`config.mk`:
```
export PLATFORM = sky130hd
export DESIGN_NAME = uart_autobaud_ctrl_flat
export DESIGN_NICKNAME = d
export VERILOG_FILES = /design/src/rtl/uart_autobaud_ctrl_pkg.sv /design/src/rtl/uart_autobaud_ctrl_if.sv /design/src/rtl/uart_autobaud_ctrl_rx_sync.sv /design/src/rtl/uart_autobaud_ctrl.sv /design/src/flat_wrapper.sv
export SDC_FILE = /design/constraint.sdc
export NUM_CORES = 1
export LEC_CHECK = 0
export ABC_AREA = 1
export BUFFER_PORTS_ARGS = -buffer_cell sky130_fd_sc_hd__buf_4
export CAP_MARGIN = 15
export CORE_UTILIZATION = 49
export CTS_BUF_LIST = sky130_fd_sc_hd__clkbuf_4 sky130_fd_sc_hd__clkbuf_8
export DETAILED_ROUTE_END_ITERATION = 16
export PLACE_DENSITY_LB_ADDON = 0.3
export SYNTH_ARGS = -nofsm -noshare
export SYNTH_HDL_FRONTEND = slang
export SYNTH_SLANG_ARGS = --single-unit
```
`constraint.sdc`:
```
create_clock -name clk -period 2.93 [get_ports clk]
set_clock_uncertainty 0.15 [all_clocks]
set_input_delay 0.293 -clock clk [delete_from_list [all_inputs] [get_ports clk]]
set_output_delay 0.293 -clock clk [all_outputs]
set_load 0.05 [all_outputs]
```
`src/rtl/uart_autobaud_ctrl_pkg.sv`:
```
// Shared constants and FSM state type for the auto-baud configuration controller.
// Every other file in this block imports it.
package uart_autobaud_ctrl_pkg;

    localparam int unsigned DEF_CNT_W        = 32;
    localparam int unsigned DEF_DIV          = 130;
    localparam int unsigned DEF_TIMEOUT_CLKS = 65535;
    localparam int unsigned DEF_MIN_COUNT    = 128;
    localparam int unsigned DEF_SYNC_STAGES  = 2;

    localparam int unsigned OVERSAMPLE  = 16;
    localparam int unsigned SYNC_EDGES  = 5;
    // The measurement covers 8 bit times, so the division is cnt / (8 * OVERSAMPLE).
    localparam int unsigned ROUND_SHIFT = $clog2(8 * OVERSAMPLE);

    typedef enum logic [2:0] {
        ST_IDLE,
        ST_ARMED,
        ST_MEASURE,
        ST_DONE,
        ST_FAIL
    } state_t;

endpackage

```
`src/rtl/uart_autobaud_ctrl_if.sv`:
```
// Host-side configuration and status bundle between the config logic and the controller.
// The master side drives the commands; the slave side is the controller itself.
interface uart_autobaud_ctrl_if #(parameter int unsigned CNT_W = 32);

    logic             arm;
    logic             manual_load;
    logic [CNT_W-1:0] manual_div;
    logic [CNT_W-1:0] baud_division;
    logic             busy;
    logic             locked;
    logic             error;

    modport master (
        output arm, manual_load, manual_div,
        input  baud_division, busy, locked, error
    );

    modport slave (
        input  arm, manual_load, manual_div,
        output baud_division, busy, locked, error
    );

endinterface

```
`src/rtl/uart_autobaud_ctrl_rx_sync.sv`:
```
// Synchroniser for the asynchronous rx line, with single-cycle rise/fall pulses.
// Every edge sees the same latency, so widths measured between pulses are exact.
module uart_autobaud_ctrl_rx_sync #(
    parameter int unsigned STAGES = 2
) (
    input  logic clk,
    input  logic rst_n,
    input  logic rx,
    output logic rise,
    output logic fall
);

    logic [STAGES-1:0] chain;
    logic              rx_prev;

    // The chain resets to 1 so an idle line never produces a spurious edge.
    always_ff @(posedge clk or negedge rst_n) begin
        if (!rst_n) begin
            chain   <= '1;
            rx_prev <= 1'b1;
        end else begin
            chain   <= {chain[STAGES-2:0], rx};
            rx_prev <= chain[STAGES-1];
        end
    end

    assign rise = ~rx_prev & chain[STAGES-1];
    assign fall = rx_prev & ~chain[STAGES-1];

endmodule

```
`src/rtl/uart_autobaud_ctrl.sv`:
```
// Drives baud_division for uart_baud_rate, either from a manual load or from
// an auto-baud measurement of a 0x55 sync character on rx.
module uart_autobaud_ctrl
    import uart_autobaud_ctrl_pkg::*;
#(
    parameter int unsigned DEFAULT_DIV  = DEF_DIV,
    parameter int unsigned CNT_W        = DEF_CNT_W,
    parameter int unsigned TIMEOUT_CLKS = DEF_TIMEOUT_CLKS,
    parameter int unsigned MIN_COUNT    = DEF_MIN_COUNT,
    parameter int unsigned SYNC_STAGES  = DEF_SYNC_STAGES
) (
    input  logic              clk,
    input  logic              rst_n,
    input  logic              rx,
    uart_autobaud_ctrl_if.slave cfg
);

    state_t           state;
    logic [CNT_W-1:0] cnt;
    logic [CNT_W-1:0] seg_cnt;
    logic [2:0]       edge_cnt;
    logic             rx_rise;
    logic             rx_fall;
    logic [CNT_W-1:0] cnt_next;
    logic [CNT_W-1:0] seg_next;
    logic [CNT_W:0]   rounded;
    logic [CNT_W:0]   quot;
    logic             seg_expired;

    uart_autobaud_ctrl_rx_sync #(.STAGES(SYNC_STAGES)) u_rx_sync (
        .clk   (clk),
        .rst_n (rst_n),
        .rx    (rx),
        .rise  (rx_rise),
        .fall  (rx_fall)
    );

    // Both counters saturate; a saturated count is treated as a timeout.
    assign cnt_next    = (&cnt) ? cnt : cnt + 1'b1;
    assign seg_next    = (&seg_cnt) ? seg_cnt : seg_cnt + 1'b1;
    assign seg_expired = (&seg_cnt) || (seg_cnt >= CNT_W'(TIMEOUT_CLKS - 1));
    assign rounded     = {1'b0, cnt} + ((CNT_W+1)'(1) << (ROUND_SHIFT - 1));
    assign quot        = rounded >> ROUND_SHIFT;

    // Manual load overrides everything, including a simultaneous arm.
    always_ff @(posedge clk or negedge rst_n) begin
        if (!rst_n) begin
            state             <= ST_IDLE;
            cnt               <= '0;
            seg_cnt           <= '0;
            edge_cnt          <= '0;
            cfg.baud_division <= CNT_W'(DEFAULT_DIV);
            cfg.busy          <= 1'b0;
            cfg.locked        <= 1'b0;
            cfg.error         <= 1'b0;
        end else if (cfg.manual_load) begin
            state             <= ST_IDLE;
            cfg.baud_division <= cfg.manual_div;
            cfg.locked        <= |cfg.manual_div;
            cfg.error         <= 1'b0;
            cfg.busy          <= 1'b0;
        end else begin
            case (state)
                ST_IDLE: begin
                    if (cfg.arm) begin
                        state      <= ST_ARMED;
                        cfg.busy   <= 1'b1;
                        cfg.error  <= 1'b0;
                        cfg.locked <= 1'b0;
                    end
                end
                ST_ARMED: begin
                    if (rx_fall) begin
                        cnt      <= '0;
                        seg_cnt  <= '0;
                        edge_cnt <= 3'd1;
                        state    <= ST_MEASURE;
                    end
                end
                ST_MEASURE: begin
                    cnt     <= cnt_next;
                    seg_cnt <= (rx_rise || rx_fall) ? '0 : seg_next;
                    if (rx_fall) begin
                        edge_cnt <= edge_cnt + 3'd1;
                    end
                    if (rx_fall && edge_cnt == 3'(SYNC_EDGES - 1)) begin
                        state <= ST_DONE;
                    end else if ((&cnt) || (!(rx_rise || rx_fall) && seg_expired)) begin
                        state <= ST_FAIL;
                    end
                end
                ST_DONE: begin
                    if (cnt < CNT_W'(MIN_COUNT) || quot == '0) begin
                        state <= ST_FAIL;
                    end else begin
                        cfg.baud_division <= quot[CNT_W-1:0];
                        cfg.locked        <= 1'b1;
                        cfg.busy          <= 1'b0;
                        state             <= ST_IDLE;
                    end
                end
                ST_FAIL: begin
                    cfg.error  <= 1'b1;
                    cfg.locked <= 1'b0;
                    cfg.busy   <= 1'b0;
                    state      <= ST_IDLE;
                end
                default: state <= ST_IDLE;
            endcase
        end
    end

endmodule

```
`src/flat_wrapper.sv`:
```
// flat-port wrapper written by rule: the top's interface ports become plain ports
module uart_autobaud_ctrl_flat import uart_autobaud_ctrl_pkg::*;
#(
    parameter int unsigned DEFAULT_DIV  = DEF_DIV,
    parameter int unsigned CNT_W        = DEF_CNT_W,
    parameter int unsigned TIMEOUT_CLKS = DEF_TIMEOUT_CLKS,
    parameter int unsigned MIN_COUNT    = DEF_MIN_COUNT,
    parameter int unsigned SYNC_STAGES  = DEF_SYNC_STAGES
)
  (clk, rst_n, rx, cfg_arm, cfg_manual_load, cfg_manual_div, cfg_baud_division, cfg_busy, cfg_locked, cfg_error);
  uart_autobaud_ctrl_if #(.CNT_W(CNT_W)) cfg_i ();
  input  logic clk;
  input  logic rst_n;
  input  logic rx;
  input wire logic [$bits(cfg_i.arm)-1:0] cfg_arm;
  input wire logic [$bits(cfg_i.manual_load)-1:0] cfg_manual_load;
  input wire logic [$bits(cfg_i.manual_div)-1:0] cfg_manual_div;
  output wire logic [$bits(cfg_i.baud_division)-1:0] cfg_baud_division;
  output wire logic [$bits(cfg_i.busy)-1:0] cfg_busy;
  output wire logic [$bits(cfg_i.locked)-1:0] cfg_locked;
  output wire logic [$bits(cfg_i.error)-1:0] cfg_error;
  assign cfg_i.arm = cfg_arm;
  assign cfg_i.manual_load = cfg_manual_load;
  assign cfg_i.manual_div = cfg_manual_div;
  assign cfg_baud_division = cfg_i.baud_division;
  assign cfg_busy = cfg_i.busy;
  assign cfg_locked = cfg_i.locked;
  assign cfg_error = cfg_i.error;
  uart_autobaud_ctrl #(.DEFAULT_DIV(DEFAULT_DIV), .CNT_W(CNT_W), .TIMEOUT_CLKS(TIMEOUT_CLKS), .MIN_COUNT(MIN_COUNT), .SYNC_STAGES(SYNC_STAGES)) u_core (.clk(clk), .rst_n(rst_n), .rx(rx), .cfg(cfg_i));
endmodule
```
==> flow_metrics.tcl <==
set metrics [dict create \
    die_width_um 118.5 \
    wl_per_cell_um 15.12 \
    drive_above_1_share_pct 14.65 \
    io_buffers 71 \
    timing.rr.start "u_core.cnt[11]$_DFFE_PN0P_" \
    ys_ff_latch 108 \
    gp_congestion 0.9958 \
    synthesis.nets 984 \
    track_usage_pct 27.29 \
    finalCritPeriodShare_pct 91.92 \
    finalWorstSetupSlack_ns 0.2367 \
    postCtsSetupRepairBufs 0 \
    area_growth_pct 15.12 \
    drc_errors 0 \
    slew_viol_final 0 \
    cp.arrival_ns 2.86 \
    drv_cap 0 \
    holdCritPathClass "in2reg" \
    power_mw 5.197 \
    grt_pass1_vias 6301 \
    crit_required_ns 3.10 \
    drt_iter0_markers 604 \
    fmax_ghz 0.3713 \
    die_area_um2 14050 \
    netlist.area_leader.share_pct 38.73 \
    via_per_inst 5.447 \
    mostFrequentLayoutCell "nand2_1" \
    clk_latency_ns 0.40 \
    grt_pass1_wl_um 30360 \
    cp_max_fo 18 \
    io_pins 72 \
    rows 42 \
    layout.nets 1063 \
    yosysWarnings 0 \
    synth-edff-count 0 \
    grt_overflow 0 \
    hold_viol 0 \
    syn-mean-instance-area_um2 7.080 \
    slew_headroom_pct 43.89 \
    htree_levels 3 \
    min_period_ns 2.693 \
    cts_tree "yes" \
    tightest_slew_ns 0.8340 \
    yosys-top-cells-area "dfrtp_1 39%, nand2_1 15%, nand3_1 6.3%" \
    power_density_nw_per_um2 678.4 \
    startpoint_type "flop" \
    rsz0062_at_grt "false" \
    synth.largest_area_cell "dfrtp_1" \
    coreArea_um2 13240 \
    ys_types 43 \
    grt_max_degree 56 \
    worstSetupPathType "reg2reg" \
    initial_core_util_pct 50.26 \
    critPathLaunch "u_core.cnt[11]$_DFFE_PN0P_" \
    vias 6536 \
    clk_path_buf_depth 2 \
    synth_cells 940 \
    cts_inserted_buffers 9 \
    hold_start "cfg_manual_div[14]" \
    yosysSeqAreaShare_pct 40.70 \
    dr.pass1.iters 5 \
    die_h_um 118.5 \
    most-common-layout-cells "274 x nand2_1, 103 x dfrtp_1, 98 x nor2_1, 89 x inv_1, 85 x buf_4" \
    async_flop_share_pct 100.0 \
    clkTransAtPathRegs_ns 0.11 \
    cts-root-buf "clkbuf_8" \
    ant_nets 0 \
    diodes 0 \
    ir_drop_mv 0.4762 \
    holdWs_ns 0.04487 \
    ys.flop_type "dfrtp_1" \
    final.setup.tns_ns 0 \
    grt_antenna_before_repair 0 \
    drt_wl_total_um 18140 \
    cts_sinks 108 \
    end_kind "flop" \
    run_status "finished clean" \
    post-dp-hpwl_um 13590 \
    netlist_area_um2 6655 \
    dp_slack_ns 0.3458 \
    setup_violations 0 \
    leakagePower_nw 3.570 \
]
[through the flow]
step / cells / utilization [%] / cell area, um^2
after detailed placement: 1176 / 55.87 / 7398
after global routing: 1200 / 57.85 / 7661
final: 1200 / 57.85 / 7661
after global placement: 1176 / 55.87 / 7398
after floorplan: 940 / - / 6655
after CTS: 1200 / 57.85 / 7661
[power by group]
group | switching (mW) | total [mW] | internal [mW]
Clock | 0.574 | 0.897 | 0.323
Combinational | 1.48 | 2.17 | 0.694
Sequential | 0.299 | 2.13 | 1.83
[kinds of logic after synthesis]
kind of cell	Yosys count	synth area share, %
AOI/OAI and AO/OA	114	9.250
xor gates and xnor gates	16	2.106
buffers and inverters	122	7.445
adders and majority gates	7	1.316
DFF	108	40.70
and+or+nand+nor	573	39.18
[worst paths after layout]
path | depth (start not counted) | endpoint | slack, ns
setup / recovery | 13 | u_core.cfg.baud_division[28]$_DFFE_PN0P_ | 0.24
hold / removal | 5 | u_core.cfg.baud_division[14]$_DFFE_PN0P_ | 0.04
setup reg to reg | 13 | u_core.cfg.baud_division[28]$_DFFE_PN0P_ | 0.24
hold reg to reg | 0 | u_core.u_rx_sync.chain[1]$_DFF_PN1_ | 0.22
max in group asynchronous | 3 | u_core.cfg.baud_division[7]$_DFFE_PN1P_ | 1.66
min in group asynchronous | 2 | u_core.cnt[24]$_DFFE_PN0P_ | 0.24
[final cells by class]
class,count,area [um^2]
Fill cell,1311,5582
Multi-Input combinational cell,710,3451
Sequential cell,108,2709
Timing Repair Buffer,94,738.2
Inverter,96,360.3
Tap cell,176,220.2
Clock buffer,9,123.9
Clock inverter,7,58.81
[per-layer routing]
metal / GRT usage, % / vias up / wire (um)
met1: 37.42 / 3023 / 8287
li1: - / 3258 / -
met5: 0 / - / 0
met2: 41.74 / 227 / 8051
met4: 10.92 / 0 / 383
met3: 6.178 / 28 / 1416
[critical path, stage by stage, from the launching register on]
cell     delay [ns]
dfrtp_1        0.51
nand2_2        0.15
nor2_2         0.24
nand2_1        0.09
nor2_2         0.28
nand2_1        0.09
nand2_1        0.15
nand3_1        0.11
nor2_1         0.15
nand3_2        0.12
nand3_2        0.12
buf_4          0.25
nand3_1        0.09
o21ai_0        0.10
[registers in the layout (all words and copies together) (netlist names)]
signal / cells
u_core.cfg.baud_division: 32
u_core.cnt: 32
u_core.seg_cnt: 32
u_core.edge_cnt: 3
u_core.state: 3
u_core.u_rx_sync.chain: 2
u_core.cfg.busy: 1
u_core.cfg.error: 1
u_core.cfg.locked: 1
u_core.u_rx_sync.rx_prev: 1
[synthesized netlist by cell type (2+ instances only)]
library cell	number
o21a_1	4
nand3_1	84
nor2_2	11
buf_6	2
nand2_1	274
nor2_4	9
a21oi_1	34
buf_1	3
dfrtp_1	103
nand3_2	3
buf_4	5
nand4_1	21
nand2_4	3
a31oi_1	8
inv_1	90
and2_1	3
o21ai_1	5
ha_1	7
o21ai_0	54
nor3b_1	4
nand2_2	6
xnor2_1	2
clkbuf_1	13
o31ai_1	2
nor3_2	2
inv_2	5
nor4_1	23
dfstp_2	5
nor2_1	98
nor3_1	28
buf_2	3
xor2_1	14
or2_2	2
[what timing repair did]
action,in CTS,in global routing
hold buffers,8,0
hold endpoints to repair,37,0
gates resized for setup,0,0
endpoints found under the setup margin,0,0
Note: power is estimated with default switching activity, not from simulation.
